$ cat config.mk
export PLATFORM = sky130hd
export DESIGN_NAME = bcd_timebase_flat
export DESIGN_NICKNAME = d
export VERILOG_FILES = /design/src/rtl/bcd_timebase_pkg.sv /design/src/rtl/bcd_timebase_if.sv /design/src/rtl/bcd_timebase_clk_divider.sv /design/src/rtl/bcd_timebase.sv /design/src/flat_wrapper.sv
export SDC_FILE = /design/constraint.sdc
export NUM_CORES = 1
export LEC_CHECK = 0
export ABC_CLOCK_PERIOD_IN_PS = 3800
export BUFFER_PORTS_ARGS = -buffer_cell sky130_fd_sc_hd__buf_2
export CORE_ASPECT_RATIO = 0.6
export CORE_MARGIN = 3
export CORE_UTILIZATION = 47
export CTS_CLUSTER_DIAMETER = 150
export DETAILED_ROUTE_END_ITERATION = 6
export GPL_TIMING_DRIVEN = 0
export PLACE_DENSITY = 0.64
export SLEW_MARGIN = 20
export SYNTH_ARGS = -nofsm -noshare
export SYNTH_HDL_FRONTEND = slang
export SYNTH_SLANG_ARGS = --single-unit
export TNS_END_PERCENT = 10
$ cat constraint.sdc
create_clock -name clk -period 3.8 [get_ports clk]
set_clock_uncertainty 0.1 [all_clocks]
set_input_delay 0.57 -clock clk [delete_from_list [all_inputs] [get_ports clk]]
set_output_delay 0.57 -clock clk [all_outputs]
set_load 0.01 [all_outputs]
$ cat src/rtl/bcd_timebase_pkg.sv
// Shared constants and the binary-to-BCD helper for bcd_timebase.
// Optional feature macro: BCD_SATURATE_EN (clamp counts above MAX_COUNT to 9999).
package bcd_timebase_pkg;

    localparam int          SLOW_HALF_DEF = 500000;
    localparam int          DISP_HALF_DEF = 50000;
    localparam logic [15:0] MAX_COUNT     = 16'd9999;
    localparam int          DIGIT_W       = 8;

    // Shift-add-3 conversion. Five BCD digits are needed internally to hold
    // any 16-bit value; only the lower four are returned, which yields the
    // value modulo 10000 for free.
    function automatic logic [15:0] bin2bcd(input logic [15:0] bin);
        logic [19:0] bcd;
        bcd = '0;
        for (int i = 15; i >= 0; i--) begin
            for (int d = 0; d < 5; d++) begin
                if (bcd[d*4 +: 4] >= 4'd5)
                    bcd[d*4 +: 4] = bcd[d*4 +: 4] + 4'd3;
            end
            bcd = {bcd[18:0], bin[i]};
        end
        return bcd[15:0];
    endfunction

endpackage

$ cat src/rtl/bcd_timebase_if.sv
// Data bundle of bcd_timebase: count in, decimal digits and divided clocks out.
interface bcd_timebase_if;
    import bcd_timebase_pkg::*;

    logic [15:0]        count;
    logic [DIGIT_W-1:0] digit0;
    logic [DIGIT_W-1:0] digit1;
    logic [DIGIT_W-1:0] digit2;
    logic [DIGIT_W-1:0] digit3;
    logic               slow_clk;
    logic               slow_tick;
    logic               display_clk;

    modport master (
        output count,
        input  digit0, digit1, digit2, digit3, slow_clk, slow_tick, display_clk
    );

    modport slave (
        input  count,
        output digit0, digit1, digit2, digit3, slow_clk, slow_tick, display_clk
    );
endinterface

$ cat src/rtl/bcd_timebase_clk_divider.sv
// Square-wave divider: counter 0..HALF-1, output toggles when the counter wraps.
// rise pulses for the single cycle in which clk_out goes 0->1.
module clk_divider #(
    parameter int HALF = 1
) (
    input  logic clk,
    input  logic reset_n,
    output logic clk_out,
    output logic rise
);
    localparam int           W    = (HALF > 1) ? $clog2(HALF) : 1;
    localparam logic [W-1:0] LAST = W'(HALF - 1);

    logic [W-1:0] r_cnt;
    logic         r_clk_out;
    logic         r_rise;

    // Half-period counter; rise is registered alongside the toggle so both
    // change on the same edge.
    always_ff @(posedge clk or negedge reset_n) begin
        if (!reset_n) begin
            r_cnt     <= '0;
            r_clk_out <= 1'b0;
            r_rise    <= 1'b0;
        end else if (r_cnt == LAST) begin
            r_cnt     <= '0;
            r_clk_out <= ~r_clk_out;
            r_rise    <= ~r_clk_out;
        end else begin
            r_cnt     <= r_cnt + W'(1);
            r_rise    <= 1'b0;
        end
    end

    assign clk_out = r_clk_out;
    assign rise    = r_rise;
endmodule

$ cat src/rtl/bcd_timebase.sv
// Registered binary-to-decimal display driver plus two independent timebases.
// Optional feature macro: BCD_SATURATE_EN. When defined, counts above 9999
// display 9999; otherwise the display shows count modulo 10000.
module bcd_timebase
    import bcd_timebase_pkg::*;
#(
    parameter int SLOW_HALF = SLOW_HALF_DEF,
    parameter int DISP_HALF = DISP_HALF_DEF
) (
    input  logic          clk,
    input  logic          reset_n,
    bcd_timebase_if.slave bus
);
    logic [15:0]        w_value;
    logic [15:0]        w_bcd;
    logic [DIGIT_W-1:0] r_digit0;
    logic [DIGIT_W-1:0] r_digit1;
    logic [DIGIT_W-1:0] r_digit2;
    logic [DIGIT_W-1:0] r_digit3;
    logic               w_slow_clk;
    logic               w_slow_tick;
    logic               w_disp_clk;
    logic               w_disp_rise_unused;

    // Select the value to convert (clamped or raw) and convert it.
    always_comb begin
`ifdef BCD_SATURATE_EN
        w_value = (bus.count > MAX_COUNT) ? MAX_COUNT : bus.count;
`else
        w_value = bus.count;
`endif
        w_bcd = bin2bcd(w_value);
    end

    // Single output register stage; upper nibble of each digit stays zero.
    always_ff @(posedge clk or negedge reset_n) begin
        if (!reset_n) begin
            r_digit0 <= '0;
            r_digit1 <= '0;
            r_digit2 <= '0;
            r_digit3 <= '0;
        end else begin
            r_digit0 <= {{(DIGIT_W-4){1'b0}}, w_bcd[3:0]};
            r_digit1 <= {{(DIGIT_W-4){1'b0}}, w_bcd[7:4]};
            r_digit2 <= {{(DIGIT_W-4){1'b0}}, w_bcd[11:8]};
            r_digit3 <= {{(DIGIT_W-4){1'b0}}, w_bcd[15:12]};
        end
    end

    clk_divider #(.HALF(SLOW_HALF)) u_slow_div (
        .clk     (clk),
        .reset_n (reset_n),
        .clk_out (w_slow_clk),
        .rise    (w_slow_tick)
    );

    clk_divider #(.HALF(DISP_HALF)) u_disp_div (
        .clk     (clk),
        .reset_n (reset_n),
        .clk_out (w_disp_clk),
        .rise    (w_disp_rise_unused)
    );

    assign bus.digit0      = r_digit0;
    assign bus.digit1      = r_digit1;
    assign bus.digit2      = r_digit2;
    assign bus.digit3      = r_digit3;
    assign bus.slow_clk    = w_slow_clk;
    assign bus.slow_tick   = w_slow_tick;
    assign bus.display_clk = w_disp_clk;
endmodule

$ cat src/flat_wrapper.sv
// flat-port wrapper written by rule: the top's interface ports become plain ports
module bcd_timebase_flat import bcd_timebase_pkg::*;
#(
    parameter int SLOW_HALF = SLOW_HALF_DEF,
    parameter int DISP_HALF = DISP_HALF_DEF
)
  (clk, reset_n, bus_count, bus_digit0, bus_digit1, bus_digit2, bus_digit3, bus_slow_clk, bus_slow_tick, bus_display_clk);
  bcd_timebase_if bus_i ();
  input  logic clk;
  input  logic reset_n;
  input wire logic [$bits(bus_i.count)-1:0] bus_count;
  output wire logic [$bits(bus_i.digit0)-1:0] bus_digit0;
  output wire logic [$bits(bus_i.digit1)-1:0] bus_digit1;
  output wire logic [$bits(bus_i.digit2)-1:0] bus_digit2;
  output wire logic [$bits(bus_i.digit3)-1:0] bus_digit3;
  output wire logic [$bits(bus_i.slow_clk)-1:0] bus_slow_clk;
  output wire logic [$bits(bus_i.slow_tick)-1:0] bus_slow_tick;
  output wire logic [$bits(bus_i.display_clk)-1:0] bus_display_clk;
  assign bus_i.count = bus_count;
  assign bus_digit0 = bus_i.digit0;
  assign bus_digit1 = bus_i.digit1;
  assign bus_digit2 = bus_i.digit2;
  assign bus_digit3 = bus_i.digit3;
  assign bus_slow_clk = bus_i.slow_clk;
  assign bus_slow_tick = bus_i.slow_tick;
  assign bus_display_clk = bus_i.display_clk;
  bcd_timebase #(.SLOW_HALF(SLOW_HALF), .DISP_HALF(DISP_HALF)) u_core (.clk(clk), .reset_n(reset_n), .bus(bus_i));
endmodule
* Word level (Yosys, flattened, before mapping) *
Cells that the tools add are included.

word-level totals
  register bits = 54
  input bits = 18
  output and inout bits = 35
  logic and storage cells = 120

cells by class
  add/subtract/negate cells = 36
  order comparisons = 34
  equal/unequal tests = 2
  multiplexer cells = 37
  bitwise logic cells = 2

operator list
  kind                                                                                 number
  4-bit by 3-bit greater-or-equal comparator with 1-bit output, second input constant  30
  4-bit 2-to-1 mux                                                                     30
  4-bit by 2-bit adder with 4-bit output, second input constant                        27
  19-bit by 1-bit adder with 19-bit output, second input constant                      1
  19-bit == test, second input constant                                                1
  19-bit 2-to-1 mux                                                                    1
  16-bit by 1-bit adder with 16-bit output, second input constant                      1
  16-bit == test, second input constant                                                1
  16-bit 2-to-1 mux                                                                    1
  3-bit by 2-bit adder with 3-bit output, second input constant                        4
  3-bit by 2-bit adder with 4-bit output, second input constant                        3
  3-bit greater-or-equal comparator, second input constant                             4
  3-bit 2-to-1 mux                                                                     4
  1-bit inverter                                                                       2
  1-bit 2-to-1 mux                                                                     1

* Depth between registers and ports, before layout *
Gate-level depths: netlist (run 1).

  depth in word-level cells = 26
  gate-level depth with buffers = 60
  mapped depth without buffers = 59

* Hierarchy *
Synthesis (run 1) repeated with hierarchy kept, for this count alone.

unflattened totals
  cell total of the unflattened synthesis = 1019
  area total of the unflattened synthesis = 7895.1 sq um

by module, submodules not included
  module                           times used  cells each  area an instance (sq um)  seq. area each (sq um)
  bcd_timebase                     1           854         6090.8                    400.4
  clk_divider (u_core.u_slow_div)  1           92          969.7                     525.5
  clk_divider (u_core.u_disp_div)  1           73          834.6                     450.4

* Worst setup path after synthesis (run 1) *
No wires, ideal clock.

  kind = input-to-reg
  from = in bus_count[14]
  to = reg u_core.r_digit1[1], in the netlist u_core.bus.digit1[1]
  library setup time = 0.124 ns
  data arrival time = 10.466 ns
  slack = -6.890 ns
  stages on the path = 60
  buffers on the path = 1
  path through = inv_1 -> ha_1 -> o21ai_1 -> xnor2_1 -> ha_1 -> nand2b_1 -> a32oi_4 -> xnor2_1 -> inv_1 -> ha_1 -> nand2b_1 -> and4_4 -> or2_1 -> buf_2 -> ha_1 -> nor3_1 -> nor4_1 -> a21oi_2 -> (+24 left out) -> inv_1 -> ha_1 -> o21bai_1 -> a21oi_1 -> a21o_1 -> ha_1 -> nor2_1 -> nand2_1 -> a21oi_1 -> a311o_1 -> a31oi_2 -> inv_1 -> ha_1 -> or2_1 -> a211oi_1 -> o21ba_2 -> a211oi_1 -> nor2_1

on the way
  cells in the longest elaborated chain, start to end = 26
  elaborated cells on any way between the ends = 66
  classes of those cells = add/sub (22); order compare (22); mux (22)

ends and longest elaborated chain
  element                                                                                                                        RTL line                                        text
  start, declared                                                                                                                flat_wrapper.sv:11                              input wire logic [$bits(bus_i.count)-1:0] bus_count;
  3-bit by 2-bit adder with 4-bit output / 3-bit greater-or-equal comparator (equally long branches)                             bcd_timebase_pkg.sv:19, bcd_timebase_pkg.sv:18
  4-bit 2-to-1 mux *                                                                                                             bcd_timebase_pkg.sv:18                          if (bcd[d*4 +: 4] >= 4'd5)
  4-bit by 2-bit adder with 4-bit output / 4-bit by 3-bit greater-or-equal comparator with 1-bit output (equally long branches)  bcd_timebase_pkg.sv:19, bcd_timebase_pkg.sv:18
  4-bit 2-to-1 mux                                                                                                               bcd_timebase_pkg.sv:18
  4-bit by 3-bit greater-or-equal comparator with 1-bit output / 4-bit by 2-bit adder with 4-bit output (equally long branches)  bcd_timebase_pkg.sv:18, bcd_timebase_pkg.sv:19
  4-bit 2-to-1 mux                                                                                                               bcd_timebase_pkg.sv:18
  4-bit by 2-bit adder with 4-bit output, or another cell as far along                                                           bcd_timebase_pkg.sv:19                          bcd[d*4 +: 4] = bcd[d*4 +: 4] + 4'd3;
  4-bit 2-to-1 mux                                                                                                               bcd_timebase_pkg.sv:18
  (+11 left out)                                                                                                                 --
  4-bit 2-to-1 mux                                                                                                               bcd_timebase_pkg.sv:18
  4-bit by 2-bit adder with 4-bit output / 4-bit by 3-bit greater-or-equal comparator with 1-bit output (equally long branches)  bcd_timebase_pkg.sv:19, bcd_timebase_pkg.sv:18
  4-bit 2-to-1 mux                                                                                                               bcd_timebase_pkg.sv:18
  4-bit by 2-bit adder with 4-bit output / 4-bit by 3-bit greater-or-equal comparator with 1-bit output (equally long branches)  bcd_timebase_pkg.sv:19, bcd_timebase_pkg.sv:18
  4-bit 2-to-1 mux                                                                                                               bcd_timebase_pkg.sv:18
  4-bit by 2-bit adder with 4-bit output / 4-bit by 3-bit greater-or-equal comparator with 1-bit output (equally long branches)  bcd_timebase_pkg.sv:19, bcd_timebase_pkg.sv:18
  4-bit 2-to-1 mux *                                                                                                             bcd_timebase_pkg.sv:18
  named net u_core.w_bcd[5]                                                                                                      bcd_timebase.sv:15                              logic [15:0] w_bcd;
  end signal, assigned                                                                                                           bcd_timebase.sv:44                              r_digit1 <= {{(DIGIT_W-4){1'b0}}, w_bcd[7:4]};
  end, declared                                                                                                                  bcd_timebase.sv:17                              logic [DIGIT_W-1:0] r_digit1;

The timed path passes the listed nets; every way through them passes the cells marked *.
A chain may end at the register's enable or synchronous reset.

* Worst setup path after layout (run 1) *
Ends and elaborated chain as after synthesis.

==> results of run 1 <==
Yosys cell counts, types with 5 or more instances:
cell	instances	share of area
or2_1	7	0.0059
inv_1	39	0.020
and2_1	13	0.011
o211a_1	5	0.0068
ha_1	30	0.051
xor2_1	21	0.025
buf_2	12	0.0081
or2_2	7	0.0059
a21boi_0	7	0.0071
o2bb2ai_1	6	0.0071
a211o_1	8	0.0095
a211oi_1	17	0.017
mux2i_1	14	0.019
clkbuf_1	25	0.013
o21ai_1	13	0.0088
nor3_1	30	0.020
o21a_1	10	0.010
nand4_1	13	0.011
nor2b_1	11	0.0093
nor4_1	11	0.0093
and3_1	19	0.016
xnor2_1	26	0.031
nand3_1	33	0.022
a31oi_1	8	0.0068
nor2_1	95	0.048
or3_1	11	0.0093
o22ai_1	9	0.0076
buf_4	16	0.016
mux2_2	6	0.0091
o21ai_0	45	0.030
o211ai_1	18	0.018
nand2_1	78	0.040
nand3b_1	6	0.0061
a21oi_1	61	0.041
dfrtp_1	54	0.18
nand2b_1	14	0.012
a21o_1	12	0.012
path summary, 6_finish.rpt:
path	start	to	cells past startpoint
worst min register to register	u_core.u_disp_div.clk_out$_DFFE_PN0N_	u_core.u_disp_div.clk_out$_DFFE_PN0N_	1
min in group clk	bus_count[0]	u_core.bus.digit0[0]$_DFF_PN0_	1
worst max register to register	u_core.u_slow_div.r_cnt[7]$_DFF_PN0_	u_core.u_slow_div.clk_out$_DFFE_PN0N_	5
worst min-delay path	reset_n	u_core.u_disp_div.r_cnt[6]$_DFF_PN0_	1
max in group asynchronous	reset_n	u_core.u_slow_div.r_cnt[16]$_DFF_PN0_	1
worst max-delay path	bus_count[14]	u_core.bus.digit1[1]$_DFF_PN0_	58
metrics by stage:
step	util	TNS, ns
3_3_place_gp	0.552	-98.64
2_1_floorplan	-	-76.93
4_1_cts	0.625	-73.52
5_1_grt	0.667	-83.66
6_report	0.667	-78.17
3_5_place_dp	0.552	-98.41
cells by family (layout without fill, tap and decap cells):
| kind of cell | count (synthesis) | after routing | synth area share |
|---|---|---|---|
| multiplexers | 27 | 27 | 0.0430 |
| AND/OR/NAND/NOR | 371 | 371 | 0.257 |
| other | 1 | 16 | 0.000508 |
| adder cells (fa/ha/maj) | 32 | 32 | 0.0535 |
| AO/OA/AOI/OAI | 321 | 321 | 0.331 |
| flip-flops | 54 | 54 | 0.183 |
| buffers and inverters | 100 | 256 | 0.0613 |
| XOR/XNOR | 53 | 53 | 0.0713 |
registers in the layout, summed over array words and instances, names as in the netlist:
name                       flops
u_core.bus.digit2              4
u_core.bus.digit3              4
u_core.u_slow_div.r_cnt       19
u_core.bus.digit1              4
u_core.u_slow_div.rise         1
u_core.u_disp_div.r_cnt       16
u_core.bus.digit0              4
u_core.u_slow_div.clk_out      1
u_core.u_disp_div.clk_out      1
layout make-up:
cell class	count	area share
inverter	47	0.0202
multi-input combinational	820	0.661
buffer	51	0.0305
clock buffer	5	0.0126
clock inverter	3	0.00490
tap	198	0.0249
timing repair buffer	150	0.110
sequential	54	0.136
what timing repair did:
item,in CTS,in global routing
gates resized for setup,85,53
cloned,0,0
setup buffers,69,46
hold endpoints to repair,0,0
pin swaps,64,73
endpoints found under the setup margin,15,15
routing by layer:
| layer | GRT usage | routed length, um |
|---|---|---|
| met4 | 0.0145 | 138 |
| met2 | 0.297 | 8120 |
| met3 | 0.0333 | 1620 |
| met1 | 0.383 | 11300 |
| met5 | 0 | 0 |
==> results.cfg, run 1 <==
[route]
routed_wl_um = 21200
firstDrtPassIters = 5
num_vias = 7972
post-route-drc-count = 0
post_drt_wl_per_cell_um = 15.9
drtIter0Drc = 717
postRouteAntennaNets = 0
viasPerCell = 6.00

[setup_path]
crit_path_end_kind = register
worst-path-buf-inv = 9
cp-start-kind = input port
r2r_setup_slack_ns = 1.54
crit_fanout = 6
cpMostUsedCell = ha_4
required_ns = 3.93
arrival_ns = 9.96
cp_top_family = compound AO/OA/AOI/OAI gates
path_class = input port to register
cpPeakStageDelay_ns = 0.40
slowest_stage = o311a_4

[clock_network]
cts_buffers = 5
clk_pin_slew_ns = 0.08
htree_levels = 2
cts_hold_buf = 0
tritoncts = yes
clock_latency_ns = 0.30
clockBufferDepth = 2
root_buffer = clkbuf_16
clock_sinks = 54

[final_layout]
final_cell_mix = 131 x buf_4, 84 x nor2_1, 73 x nand2_1
final_net_count = 1177
final_cells = 1328
drive_gt1_frac = 0.347
final.fill_count = 1222
regArea_um2 = 1350
stdcell_area_um2 = 9950
syn2layout_area_growth_pct = 34.7
multi_input_area_um2 = 6580
diodes = 0
final_common_cell = buf_4

[timing]
hold_viol = 0
fmax_mhz = 102
relSlewSlack = 0.277
setup_viol = 15
post-route-min-period_ns = 9.83
finalCritPeriodShare = 2.59
hold_ws_ns = 0.192
rsz0062_at_grt = yes
slew_violations = 0
worst-slew-pin-transition_ns = 1.08
setup_ws_ns = -6.03

[synth]
ys_seq_area_frac = 0.183
async_flop_share = 1.00
syn_area_um2 = 7390
yosysWarningCount = 0
yosys_most_used_dff = dfrtp_1
ys_seq_elements = 54
syn-mean-instance-area_um2 = 7.70
synth_edf_count = 0
synthCells = 959
ys_types = 116

[place]
dp_hpwl_um = 14100
gp_congestion = 0.902
portBuffers = 36
place_ws_ns = -7.37
dp.cells = 1208
place_area_um2 = 8250

[grt]
grt_overflow = 0
grt_max_degree = 55
track_usage = 0.225
grt_pass1_vias = 6734
grt_pass1_wl_um = 33400
antenna_found_initial = 0

[run_status]
violations = negative setup slack
outcome = finished, violations left

[floorplan]
core.rowCount = 34
dieArea_um2 = 17300
start_util = 0.495
die_width_um = 168
ios = 53
core_area_um2 = 14900
die_y_um = 103

[run]
drv_cap = 0

[worst_hold_path]
hp-class = input port to async pin
Power of run 1 is not shown: default switching activity piles up to over one toggle a cycle in this logic, so the estimate is an artifact.
==> run 2, diff against run 1 <==
Settings changed: ABC_AREA from default to 1.
==> run 2 against run 1 <==
  * The flow still finishes with violations (negative setup slack)
  * Design area is 21% lower
  * Final cell count is 8.4% lower
  * Utilization is 1.0 points higher
  * Sequential share of layout area is 3.6 points higher
  * Synthesized area is 22% lower
  * Via count is 26% lower
  * Fmax is 25% higher
==> results.cfg, run 2 <==
[run_status]
outcome = finished, violations left
violations = negative setup slack

[setup_path]
slowest_stage = or2_4
path_class = input port to register
crit_path_end_kind = register
crit_fanout = 5
required_ns = 3.88
cpMostUsedCell = nand2_2
arrival_ns = 7.97
cp-start-kind = input port
cpPeakStageDelay_ns = 0.25

[place]
dp_hpwl_um = 9310
place_area_um2 = 6390
portBuffers = 36
gp_congestion = 0.847

[timing]
slew_violations = 0
worst-slew-pin-transition_ns = 0.725
finalCritPeriodShare = 2.08
setup_ws_ns = -4.09
setup_viol = 15
post-route-min-period_ns = 7.89
hold_viol = 0
fmax_mhz = 127
hold_ws_ns = 0.192
relSlewSlack = 0.513
rsz0062_at_grt = yes

[synth]
synthTopCellsByCount = 256 x nand2_1, 169 x inv_1, 76 x nand3_1, 60 x nand2_2, 56 x nor2_1
async_flop_share = 1.00
synth_top_area_cell = dfrtp_1
ys_seq_elements = 54
ys_seq_area_frac = 0.235
synth_edf_count = 0
synth_area_leaders = dfrtp_1 23%, nand2_1 17%, inv_1 11%
yosys_most_used_dff = dfrtp_1
syn-mean-instance-area_um2 = 6.36
synth.top_cell.area_share = 0.235
synth.most_common_cell = nand2_1
syn_area_um2 = 5760
synthCells = 905
yosysWarningCount = 0
ys_types = 41

[grt]
grt_max_degree = 55
track_usage = 0.195
grt_pass1_wl_um = 23200
grt_overflow = 0
antenna_found_initial = 0
grt_pass1_vias = 5305

[run]
drv_cap = 0

[final_layout]
final_cell_mix = 191 x nand2_1, 151 x inv_1, 106 x buf_4
top_regs = u_core.u_slow_div.r_cnt x19, u_core.u_disp_div.r_cnt x16
drive_gt1_frac = 0.386
diodes = 0
stdcell_area_um2 = 7870
final_net_count = 1104
final_common_cell = nand2_1
regMostFlops = u_core.u_slow_div.r_cnt
finalCoreUtilization = 0.677
largest_reg_flops = 19
syn2layout_area_growth_pct = 36.8

[floorplan]
core_area_um2 = 11600
start_util = 0.495
dieArea_um2 = 13700
ios = 53
die_y_um = 91.7
die_width_um = 149
core.rowCount = 30

[route]
num_vias = 5883
drtIter0Drc = 382
post_drt_wl_per_cell_um = 11.6
routed_wl_um = 14100
viasPerCell = 4.84
post-route-drc-count = 0
postRouteAntennaNets = 0
firstDrtPassIters = 5

[clock_network]
clock_latency_ns = 0.29
root_buffer = clkbuf_16
clock_sinks = 54
htree_levels = 2
clk_pin_slew_ns = 0.07
cts_buffers = 5
clockBufferDepth = 2
tritoncts = yes

[worst_hold_path]
hp-class = input port to async pin
run 2: cell count changes in the layout (fill, tap and decap cells not counted), sizes merged, moves of 25 or more:
| cell | change |
|---|---|
| a21oi | -55 |
| nor2 | -37 |
| o21ai | -28 |
| clkbuf | -25 |
| inv | +137 |
| buf | -31 |
| nand3 | +66 |
| nand2 | +245 |
run 2: path summary, 6_finish.rpt:
check,startpoint,end,slack (ns),cells after the start
min in group clk,bus_count[0],u_core.bus.digit0[0]$_DFF_PN0_,0.28,1
min,reset_n,u_core.u_disp_div.r_cnt[7]$_DFF_PN0_,0.19,1
max,bus_count[14],u_core.bus.digit3[1]$_DFF_PN0_,-4.09,72
max in group asynchronous,reset_n,u_core.bus.digit1[1]$_DFF_PN0_,2.93,1
min reg2reg,u_core.u_slow_div.clk_out$_DFFE_PN0N_,u_core.u_slow_div.rise$_DFF_PN0_,0.36,1
max reg2reg,u_core.u_slow_div.r_cnt[0]$_DFF_PN0_,u_core.u_slow_div.r_cnt[18]$_DFF_PN0_,1.27,14
run 2: routing by layer:
metal / GRT usage / vias up / wire length [um]
li1: - / 3107 / -
met1: 0.297 / 2659 / 7290
met2: 0.296 / 111 / 6050
met3: 0.0400 / 6 / 669
met4: 0.0137 / 0 / 53
met5: 0 / - / 0
run 2: logic make-up after synthesis:
kind of cell    count (synthesis)  share of synthesized area
compound gates                 53                     0.0563
xor+xnor                       25                     0.0393
fa+ha+maj                      30                     0.0652
buf+inv                       200                      0.141
flops                          54                      0.235
other cells                     1                   0.000651
simple gates                  542                      0.463
run 2: per-stage QoR:
step	TNS (ns)	setup slack, ns	cells
3_5_place_dp	-61.22	-4.65	1116
6_report	-52.45	-4.09	1216
5_1_grt	-60.27	-4.59	1216
2_1_floorplan	-46.60	-3.68	920
3_3_place_gp	-60.88	-4.60	1116
4_1_cts	-48.67	-3.70	1193
run 2: final cells by class:
class | count | area (um2)
Buffer | 16 | 120
Clock buffer | 5 | 125
Clock inverter | 2 | 15.0
Fill cell | 971 | 3760
Inverter | 184 | 711
Multi-Input combinational cell | 666 | 4430
Sequential cell | 54 | 1350
Tap cell | 160 | 200
Timing Repair Buffer | 129 | 926
run 2: critical path: cells and delay by family:
family	cells	cell delay, ns
simple gates	43	3.96
fa+ha+maj	9	1.41
buf+inv	15	1.19
compound gates	3	0.46
xor+xnor	2	0.37
run 2: what timing repair did:
| item | 4_1_cts | 5_1_grt |
|---|---|---|
| hold buffers | 0 | 0 |
| buffers inserted | 70 | 23 |
| gates resized for setup | 78 | 79 |
| setup endpoints to repair | 15 | 15 |
| pin swaps | 95 | 67 |
Power of run 2 is left out for the same reason.
==> run 3, diff against run 2 <==
Settings changed: CELL_PAD_IN_SITES_DETAIL_PLACEMENT from default to 1, CELL_PAD_IN_SITES_GLOBAL_PLACEMENT from default to 2, CORE_UTILIZATION 47 to 36, PLACE_DENSITY 0.64 to 0.86.
==> run 3 against run 2 <==
  * The run still ends with negative setup slack left
  * Sequential share of layout area fell by 0.39 points
  * Critical path depth did not move
  * Die area rose by 29%
  * Utilization fell by 16 points
  * Worst setup slack got worse by 0.30 ns
  * Design area rose by 2.4%
  * Largest cell class unchanged
  * Worst hold slack improved by 0.014 ns
  * Clock-buffer cell count did not move
  * Via count rose by 2.7%
  * Final cell count rose by 4.1%
  * First-iteration DRC count fell by 40%
  * Critical endpoint unchanged
  * Global-route usage fell by 0.92 points
==> results.cfg, run 3 (synthesis gave the netlist of run 2 again) <==
[final_layout]
finalCoreUtilization = 0.520
drive_gt1_frac = 0.385
top_regs = u_core.u_slow_div.r_cnt x19, u_core.u_disp_div.r_cnt x16
final_common_cell = nand2_1
diodes = 0
syn2layout_area_growth_pct = 40.0
final_cells = 1266
final_cell_mix = 191 x nand2_1, 152 x inv_1, 114 x buf_4
largest_reg_flops = 19
regMostFlops = u_core.u_slow_div.r_cnt
final_net_count = 1110

[floorplan]
start_util = 0.371
dieArea_um2 = 17600
core_area_um2 = 15500
die_y_um = 104
ios = 53
core.rowCount = 35
die_width_um = 169

[setup_path]
cpMostUsedCell = nand2_4
cp-start-kind = input port
arrival_ns = 8.28
required_ns = 3.89
slowest_stage = o211ai_1
r2r_setup_slack_ns = 1.19
r2r_end = u_core.u_slow_div.r_cnt[18]$_DFF_PN0_
reg2reg_depth = 14
path_class = input port to register
r2r-start = u_core.u_slow_div.r_cnt[0]$_DFF_PN0_
cpPeakStageDelay_ns = 0.29
crit_fanout = 4
crit_path_end_kind = register

[clock_network]
cts_buffers = 5
clock_latency_ns = 0.30
clockBufferDepth = 2
clock_sinks = 54
tritoncts = yes
cts_hold_buf = 0
htree_levels = 2
clk_pin_slew_ns = 0.07
root_buffer = clkbuf_16

[place]
place_ws_ns = -4.91
dp.cells = 1159
portBuffers = 36
dp_hpwl_um = 11600
gp_congestion = 0.758

[timing]
setup_ws_ns = -4.39
worst-slew-pin-transition_ns = 0.710
hold_viol = 0
rsz0062_at_grt = yes
finalCritPeriodShare = 2.15
relSlewSlack = 0.526
slew_violations = 0
setup_viol = 15
tns_ns = -56.19
post-route-min-period_ns = 8.19
fmax_mhz = 122

[route]
drtIter0Drc = 231
viasPerCell = 4.77
post_drt_wl_per_cell_um = 13.8
firstDrtPassIters = 4
post-route-drc-count = 0
routed_wl_um = 17500
num_vias = 6043
postRouteAntennaNets = 0

[grt]
grt_overflow = 0
grt_max_degree = 55
track_usage = 0.186
grt_pass1_vias = 6015
antenna_found_initial = 0
grt_pass1_wl_um = 28100

[run_status]
outcome = finished, violations left
violations = negative setup slack

[run]
drv_cap = 0

[worst_hold_path]
hp-class = input port to async pin
-- run 3: cell count changes in the layout (fill, tap and decap cells not counted), moves of 4 or more --
cell / previous run / this run
buf_4: 106 / 114
nand2_4: 35 / 43
nand2_2: 99 / 91
ha_1: 8 / 12
-- run 3: per-stage QoR --
| step | hold slack (ns) | instance area, um2 |
|---|---|---|
| finish | 0.206 | 8060 |
| global route | 0.255 | 8060 |
| CTS | 0.246 | 7480 |
| detailed placement | 0.362 | 6450 |
| global placement | 0.352 | 6450 |
| floorplan | 0.174 | 6010 |
-- run 3: final cells by class --
class | instances | area [um2]
buffer | 16 | 120
clock buffer | 5 | 125
clock inverter | 3 | 43.8
fill | 2009 | 7440
inverter | 184 | 716
multi-input combinational | 666 | 4490
sequential | 54 | 1350
tap | 203 | 254
timing repair buffer | 135 | 955
-- run 3: worst max-delay path: cells and delay by family --
family          cells  cell delay [ns]
compound gates      2             0.39
xor+xnor            2             0.40
fa+ha+maj           9             1.49
buf+inv            15             1.25
simple gates       44             4.16
-- run 3: layer usage --
metal / part of all wire / vias up / wire, um / GRT usage
met1: 0.51 / 2838 / 8930 / 0.273
met4: 0.0087 / 0 / 153 / 0.0140
li1: - / 3112 / - / -
met3: 0.026 / 14 / 461 / 0.0334
met5: 0 / - / 0 / 0
met2: 0.46 / 79 / 7980 / 0.296
-- run 3: worst max path at each step --
stage | endpoint | slack, ns | from
final | u_core.bus.digit3[1]$_DFF_PN0_ | -4.39 | bus_count[14]
after global routing | u_core.bus.digit3[1]$_DFF_PN0_ | -4.94 | bus_count[14]
after floorplan | u_core.bus.digit3[1]$_DFF_PN0_ | -3.68 | bus_count[14]
after detailed placement | u_core.bus.digit3[1]$_DFF_PN0_ | -4.91 | bus_count[14]
after global placement | u_core.bus.digit3[1]$_DFF_PN0_ | -4.71 | bus_count[14]
after CTS | u_core.bus.digit3[1]$_DFF_PN0_ | -3.90 | bus_count[14]
-- run 3: what timing repair did --
item / in CTS / in global routing
gates resized for setup: 88 / 77
endpoints found under the setup margin: 15 / 15
setup buffers: 66 / 33
endpoints found under the hold margin: 0 / 0
pin swaps: 83 / 73
Power of run 3 is left out for the same reason.
